File: config.mk
export PLATFORM = sky130hd
export DESIGN_NAME = mlp_dot_chunk_feeder
export DESIGN_NICKNAME = d
export VERILOG_FILES = /design/src/rtl/mlp_dot_chunk_feeder.sv
export SDC_FILE = /design/constraint.sdc
export NUM_CORES = 1
export LEC_CHECK = 0
export CAP_MARGIN = 10
export CORE_AREA = 2 2 250 252
export DETAILED_ROUTE_END_ITERATION = 16
export DIE_AREA = 0 0 252 254
export GPL_ROUTABILITY_DRIVEN = 0
export GPL_TIMING_DRIVEN = 0
export PLACE_DENSITY_LB_ADDON = 0.25
export SLEW_MARGIN = 10
export SYNTH_ARGS = -nofsm -noshare
export SYNTH_HDL_FRONTEND = slang
export SYNTH_SLANG_ARGS = --single-unit
File: constraint.sdc
create_clock -name clk -period 2.4 [get_ports clk]
set_input_delay 0.48 -clock clk [delete_from_list [all_inputs] [get_ports clk]]
set_output_delay 0.48 -clock clk [all_outputs]
set_load 0.02 [all_outputs]
File: src/rtl/mlp_dot_chunk_feeder.sv
// Chunked dot-product feeder: streams an input vector and one weight row
// from synchronous memories into SIZE-wide chunks for a run/finished dot unit.
module mlp_dot_chunk_feeder #(
    parameter int TOTAL      = 784,
    parameter int SIZE       = 16,
    parameter int DATA_WIDTH = 16,
    parameter int ADDR_WIDTH = 16
) (
    input  logic                                clk,
    input  logic                                reset_n,
    input  logic                                start_in,
    input  logic [ADDR_WIDTH-1:0]               weight_base_in,
    input  logic [DATA_WIDTH-1:0]               bias_in,
    output logic                                rd_en_out,
    output logic [ADDR_WIDTH-1:0]               data_addr_out,
    output logic [ADDR_WIDTH-1:0]               weight_addr_out,
    input  logic [DATA_WIDTH-1:0]               data_rd_in,
    input  logic [DATA_WIDTH-1:0]               weight_rd_in,
    output logic [SIZE-1:0][DATA_WIDTH-1:0]     data_chunk_out,
    output logic [SIZE-1:0][DATA_WIDTH-1:0]     weights_chunk_out,
    output logic [DATA_WIDTH-1:0]               bias_chunk_out,
    output logic                                run_out,
    input  logic                                finished_in,
    output logic                                acc_clear_out,
    output logic                                busy_out,
    output logic                                done_out
);

    localparam int NUM_CHUNKS = (TOTAL + SIZE - 1) / SIZE;
    localparam int LW = (SIZE > 1) ? $clog2(SIZE) : 1;
    localparam int CW = (NUM_CHUNKS > 1) ? $clog2(NUM_CHUNKS) : 1;
    localparam int EW = $clog2(NUM_CHUNKS * SIZE + 1);

    localparam logic [LW-1:0] LAST_LANE  = LW'(SIZE - 1);
    localparam logic [CW-1:0] LAST_CHUNK = CW'(NUM_CHUNKS - 1);
    localparam logic [EW-1:0] TOTAL_E    = EW'(TOTAL);

    typedef enum logic [2:0] {
        IDLE,
        CLEAR,
        FETCH,
        DRAIN,
        WAIT_LOW,
        FIRE,
        DONE
    } state_t;

    state_t state_q, state_d;

    logic [EW-1:0]         elem_q;
    logic [LW-1:0]         lane_q;
    logic [CW-1:0]         chunk_q;
    logic [ADDR_WIDTH-1:0] base_q;
    logic [DATA_WIDTH-1:0] bias_q;

    logic                  cap_valid_q;
    logic                  cap_rd_q;
    logic [LW-1:0]         cap_lane_q;

    logic [SIZE-1:0][DATA_WIDTH-1:0] data_q;
    logic [SIZE-1:0][DATA_WIDTH-1:0] weights_q;

    logic accept;
    logic in_range;
    logic last_lane;
    logic last_chunk;

    assign accept     = (state_q == IDLE) && start_in;
    assign in_range   = elem_q < TOTAL_E;
    assign last_lane  = lane_q == LAST_LANE;
    assign last_chunk = chunk_q == LAST_CHUNK;

    always_ff @(posedge clk or negedge reset_n) begin
        if (!reset_n) begin
            state_q <= IDLE;
        end else begin
            state_q <= state_d;
        end
    end

    always_comb begin
        state_d         = state_q;
        rd_en_out       = 1'b0;
        data_addr_out   = '0;
        weight_addr_out = '0;
        run_out         = 1'b0;
        acc_clear_out   = 1'b0;
        busy_out        = 1'b0;
        done_out        = 1'b0;
        unique case (state_q)
            IDLE: begin
                if (start_in) begin
                    state_d = CLEAR;
                end
            end
            CLEAR: begin
                busy_out      = 1'b1;
                acc_clear_out = 1'b1;
                state_d       = FETCH;
            end
            FETCH: begin
                busy_out = 1'b1;
                // Padding lanes issue no read; they are zero-filled on capture.
                if (in_range) begin
                    rd_en_out       = 1'b1;
                    data_addr_out   = ADDR_WIDTH'(elem_q);
                    weight_addr_out = base_q + ADDR_WIDTH'(elem_q);
                end
                if (last_lane) begin
                    state_d = DRAIN;
                end
            end
            DRAIN: begin
                busy_out = 1'b1;
                state_d  = WAIT_LOW;
            end
            WAIT_LOW: begin
                busy_out = 1'b1;
                if (!finished_in) begin
                    state_d = FIRE;
                end
            end
            FIRE: begin
                busy_out = 1'b1;
                run_out  = 1'b1;
                if (finished_in) begin
                    state_d = last_chunk ? DONE : FETCH;
                end
            end
            DONE: begin
                done_out = 1'b1;
                state_d  = IDLE;
            end
            default: begin
                state_d = IDLE;
            end
        endcase
    end

    always_ff @(posedge clk or negedge reset_n) begin
        if (!reset_n) begin
            elem_q      <= '0;
            lane_q      <= '0;
            chunk_q     <= '0;
            base_q      <= '0;
            bias_q      <= '0;
            cap_valid_q <= 1'b0;
            cap_rd_q    <= 1'b0;
            cap_lane_q  <= '0;
        end else begin
            cap_valid_q <= state_q == FETCH;
            cap_rd_q    <= rd_en_out;
            cap_lane_q  <= lane_q;
            if (accept) begin
                base_q  <= weight_base_in;
                bias_q  <= bias_in;
                elem_q  <= '0;
                lane_q  <= '0;
                chunk_q <= '0;
            end
            if (state_q == FETCH) begin
                elem_q <= elem_q + 1'b1;
                lane_q <= last_lane ? '0 : lane_q + 1'b1;
            end
            if (state_q == FIRE && finished_in && !last_chunk) begin
                chunk_q <= chunk_q + 1'b1;
            end
        end
    end

    // Memory data returns one cycle after the read, so capture trails issue by a lane.
    always_ff @(posedge clk or negedge reset_n) begin
        if (!reset_n) begin
            data_q    <= '0;
            weights_q <= '0;
        end else if (cap_valid_q) begin
            data_q[cap_lane_q]    <= cap_rd_q ? data_rd_in : '0;
            weights_q[cap_lane_q] <= cap_rd_q ? weight_rd_in : '0;
        end
    end

    assign data_chunk_out    = data_q;
    assign weights_chunk_out = weights_q;
    assign bias_chunk_out    = (busy_out && chunk_q == '0) ? bias_q : '0;

endmodule

Word-level counts from Yosys, hierarchy flattened
Index checks and enable logic that the tools add are counted.

storage, ports and cells
  input bits = 68
  bits in registers = 573
  logic and storage cells = 102
  output and inout bits = 565

cells by class
  reduce and logical (&&, ||, !) cells = 12
  add/sub/neg operators = 4
  equality and inequality tests = 12
  $lt $le $gt $ge = 3
  mux-type cells = 30

operators by type and width
  operator               number
  $bwmux 256             2
  $mux 16                6
  $demux 16 s4           1
  $mux 10                4
  $pmux 3 s6             1
  $add 16x10->16         1
  $mux 3                 5
  $mux 4                 3
  $mux 6                 2
  $add 10x1->10 const B  1
  $lt 10x10->1 const B   1
  $eq 3x3->1 const B     3
  $ne 2x2->1 const B     4
  $add 6x1->6 const B    1
  $eq 3x2->1 const B     2
  $eq 6x6->1 const B     1
  $logic_not 6->1        1
  $mux 1                 6
  $logic_and 1x1->1      5
  $lt 4x5->1 const B     1
  $reduce_or 5->1        1
  $add 4x1->4 const B    1
  $eq 4x4->1 const B     1
  $ge 4x1->1 const B     1
  other kinds (5)        6

Logic depth before layout (Yosys ltp)
  word-level depth = 5
  depth in mapped cells = 8
  mapped depth without buffers = 8

Worst setup path before layout
OpenSTA, ideal clock, no wires.

  path kind = reg2out
  from = register elem_q[0]
  to = output weight_addr_out[10]
  path slack = -0.201 ns
  data arrival time = 2.121 ns
  stages on the path, launching flop included = 9
  path buffers = 0
  required time = 1.920 ns
  path through = dfrtp_1 > ha_1 > inv_1 > fa_1 > nand2b_1 > a21oi_1 > o211a_1 > nor3_1 > nor3_1

on the way
  cells in the longest elaborated chain, start to end = 3
  elaborated cells on any way between the ends = 4
  classes of those cells = add/sub (1); order compare (1); mux (2)

ends and longest elaborated chain
  element                                                line     source
  from (decl)                                            50       logic [EW-1:0] elem_q;
  from (signal assigned)                                 162      elem_q <= elem_q + 1'b1;
  $add 16x10->16 / $lt 10x10->1 (equally long branches)  107, 69
  $mux 16 (*)                                            104      if (in_range) begin
  $mux 16 (*)                                            90       unique case (state_q)
  to (decl)                                              16       output logic [ADDR_WIDTH-1:0] weight_addr_out,

Mark *: on every way between the ends. The rest lies on a longest branch, timed or not.

Worst setup path in the final report
  from = register elem_q[0]
  to = output weight_addr_out[2]

The elaborated chain is that of the path after synthesis.

==> flow_metrics.env <==
export IMPL_htree_levels=2
export IMPL_portBuffers=626
export IMPL_worstHoldPathCells=3
export IMPL_path_clk_slew_ns=0.06
export IMPL_worstPathCellList="ha_4 -> inv_2 -> fa_2 -> buf_4 -> buf_6 -> buf_6 -> buf_6 -> buf_6 -> buf_6 -> xor2_1 -> nor2_1 -> buf_4"
export IMPL_synth_cell_type_count=48
export IMPL_grt_pass1_wl_um=121100
export IMPL_fin_worst_skew_ns=0.04756
export IMPL_tightest_slew_ns=1.272
export IMPL_synth_async_reset_ratio=1.000
export IMPL_synthFlopType="dfrtp_1"
export IMPL_dp_hpwl_um=59890
export IMPL_hp_class="in -> reg"
export IMPL_dieArea_um2=64010
export IMPL_slew_headroom=0.1522
export IMPL_slew_viol_final=0
export IMPL_syn2layout_area_growth_pct=48.50
export IMPL_fin_crit_sh=1.272
export IMPL_final_layout_size_suffix_gt1_frac=0.1120
export IMPL_failed_checks="setup timing"
export IMPL_clock_sinks=573
export IMPL_root_buffer="clkbuf_16"
export IMPL_p_leak_uw=0.01480
export IMPL_p_int_uw=24850
export IMPL_synth_edf_count=0
export IMPL_ys_seq_area_frac=0.6655
export IMPL_clkLatencyLatePin_ns=0.65
export IMPL_max_freq_mhz=327.7
export IMPL_cellPowerDensity_nw_per_um2=1237
export IMPL_cts_tree="built"
export IMPL_syn_inst=2138
export IMPL_setup_ws_ns=-0.6518
export IMPL_syn_area_um2=21550
export IMPL_drtIter0Drc=1327
export IMPL_synth_top_cell_by_area="dfrtp_1"
export IMPL_period_minus_slack_ns=3.052
export IMPL_place_area_um2=29000
export IMPL_power_switching_uw=14740
export IMPL_clkPwrFrac=0.250
export IMPL_criticalPathCategory="reg -> out"
export IMPL_synth_common_cells="nand2_1 (672), dfrtp_1 (573), o21ai_1 (530)"
export IMPL_vias_per_cell=5.048
export IMPL_firstDrtPassIters=6
export IMPL_fill_cells=5440
export IMPL_utilization=0.5223
export IMPL_track_usage=0.2523
export IMPL_status="finished with violations"
export IMPL_cp_common_cell="buf_6"
export IMPL_cp_max_fo=2
export IMPL_synth_most_common_cell="nand2_1"
export IMPL_design_area_um2=31990
export IMPL_startpoint_type="flip-flop"
export IMPL_grt_max_degree=116
export IMPL_tns_ns=-18.42
export IMPL_dieHeight_um=254
export IMPL_critical_path_arrival_ns=2.57
export IMPL_switching_share=0.3722
export IMPL_ys_ff_latch=573
export IMPL_power_total_uw=39590
export IMPL_power_share_sequential=0.352
export IMPL_postSynthAreaPerCell_um2=10.08
export IMPL_io_pins=633
export IMPL_rsz0062_at_grt="true"
export IMPL_vias=18820
export IMPL_comb_power_share=0.397
export IMPL_yosysWarnings=0
export IMPL_num_rows=91
export IMPL_cp_end_kind="output port"
export IMPL_initial_core_util=0.3517
export IMPL_setup_viol=43
export IMPL_cts_max_path_buffers=3
export IMPL_antenna_found_initial=0
export IMPL_core_um2=61260
export IMPL_grt_pass1_vias=18800
export IMPL_wl_per_cell_um=22.28
export IMPL_required_ns=1.92
export IMPL_hold_ws_ns=0.4025
export IMPL_irDropWorstVdd_uv=739.0
export IMPL_rr_worst_depth=4
export IMPL_antenna_cells=0
export IMPL_cts_buffers=60
export IMPL_overflow=0
export IMPL_synth_top_area_frac=0.6655
export IMPL_routed_wl_um=83070
export IMPL_antenna_left=0
export IMPL_drc=0
export IMPL_finalHoldViolCount=0
export IMPL_critical_path_max_stage_delay_ns=0.39
export IMPL_synth_top_cells_by_area="dfrtp_1 (67%), o21ai_1 (12%), nand2_1 (12%), clkbuf_1 (1.8%), ha_1 (0.81%)"
export IMPL_crit_slowest_cell="dfrtp_2"
export IMPL_max_cap_violations=0
export IMPL_fin_nets=2972
export IMPL_die_width_um=252
==> worst max-delay path, delay by kind of cell, from the launching register on <==
| kind | cells | cell delay [ns] |
|---|---|---|
| adder cells (fa/ha/maj) | 2 | 0.49 |
| AND/OR/NAND/NOR | 1 | 0.10 |
| buffers and inverters | 8 | 0.83 |
| flip-flops | 1 | 0.39 |
| XOR/XNOR | 1 | 0.15 |
==> flip-flops by register name, indices dropped and copies added (netlist names) <==
name	cells
bias_q	16
lane_q	4
chunk_q	6
cap_valid_q	1
weights_chunk_out	256
state_q	3
cap_lane_q	4
cap_rd_q	1
base_q	16
elem_q	10
data_chunk_out	256
==> power groups by stage <==
stage / Combinational, uW / Clock [uW] / Sequential (uW)
3_3_place_gp: 14500 / 0 / 14000
3_5_place_dp: 14700 / 0 / 14000
4_1_cts: 15600 / 10100 / 13900
2_1_floorplan: 4080 / 0 / 16600
5_1_grt: 16700 / 10500 / 14200
6_report: 15700 / 9910 / 14000
==> final cells by class <==
class	count	area, um^2	area share
inverters	15	61.31	0.001916
flip-flops and latches	573	14350	0.4486
well taps	790	988.4	0.03089
clock buffers	89	1780	0.05565
multi-input cells	1398	6890	0.2154
repair buffers	685	6884	0.2152
clock inverters	22	369.1	0.01154
plain buffers	156	669.4	0.02092
==> metal layers <==
| layer | part of all wire | up-vias | GRT usage |
|---|---|---|---|
| met5 | 0 | - | 0 |
| met4 | 0.038 | 0 | 0.09434 |
| met3 | 0.071 | 171 | 0.05398 |
| met2 | 0.49 | 718 | 0.4298 |
| met1 | 0.40 | 9353 | 0.3158 |
| li1 | - | 8578 | - |
==> cells in the final DEF (no fill, tap or decap), types with 7 or more instances in the layout <==
cell type	n
ha_4	9
bufinv_16	7
buf_4	58
clkdlybuf4s50_1	578
o21ai_0	11
dfrtp_2	10
nand3_1	20
buf_6	45
and2_4	25
nand2_1	670
dfrtp_1	563
o21ai_1	528
clkbuf_1	116
inv_1	10
clkbuf_16	61
buf_1	14
clkbuf_8	17
nor2_1	19
clkinv_2	9
buf_2	29
a21oi_1	8
==> cells by family after synthesis <==
family | after synthesis | synth area share
compound gates | 580 | 0.1380
xor+xnor | 6 | 0.002439
fa+ha+maj | 15 | 0.009059
buf+inv | 172 | 0.03327
flops | 573 | 0.6655
mux | 7 | 0.003252
other cells | 1 | 0.0001740
simple gates | 784 | 0.1483
==> stage by stage <==
step           instances  setup slack (ns)
4_1_cts             3710           -0.7283
3_3_place_gp        3559            -23.57
2_1_floorplan       2143           0.01479
3_5_place_dp        3564           -0.7209
6_report            3728           -0.6518
5_1_grt             3728           -0.7810
==> worst paths after layout <==
path	start	endpoint	slack (ns)
min reg2reg	lane_q[3]$_DFFE_PN0P_	cap_lane_q[3]$_DFF_PN0_	0.44
min	weight_base_in[6]	base_q[6]$_DFFE_PN0P_	0.40
max in group asynchronous	reset_n	elem_q[0]$_DFFE_PN0P_	0.39
max	elem_q[0]$_DFFE_PN0P_	weight_addr_out[2]	-0.65
max reg2reg	cap_rd_q$_DFF_PN0_	data_chunk_out[178]$_DFFE_PN0P_	0.07
min in group asynchronous	reset_n	weights_chunk_out[74]$_DFFE_PN0P_	0.43
==> what timing repair did <==
action / 4_1_cts / 5_1_grt
gates resized for setup: 333 / 24
buffers inserted: 33 / 19
pin swaps: 33 / 31
hold buffers: 1 / 0
endpoints found under the hold margin: 79 / 0
cloned: 1 / 1
endpoints found under the setup margin: 47 / 43
Power figures use the tool's default switching activity.
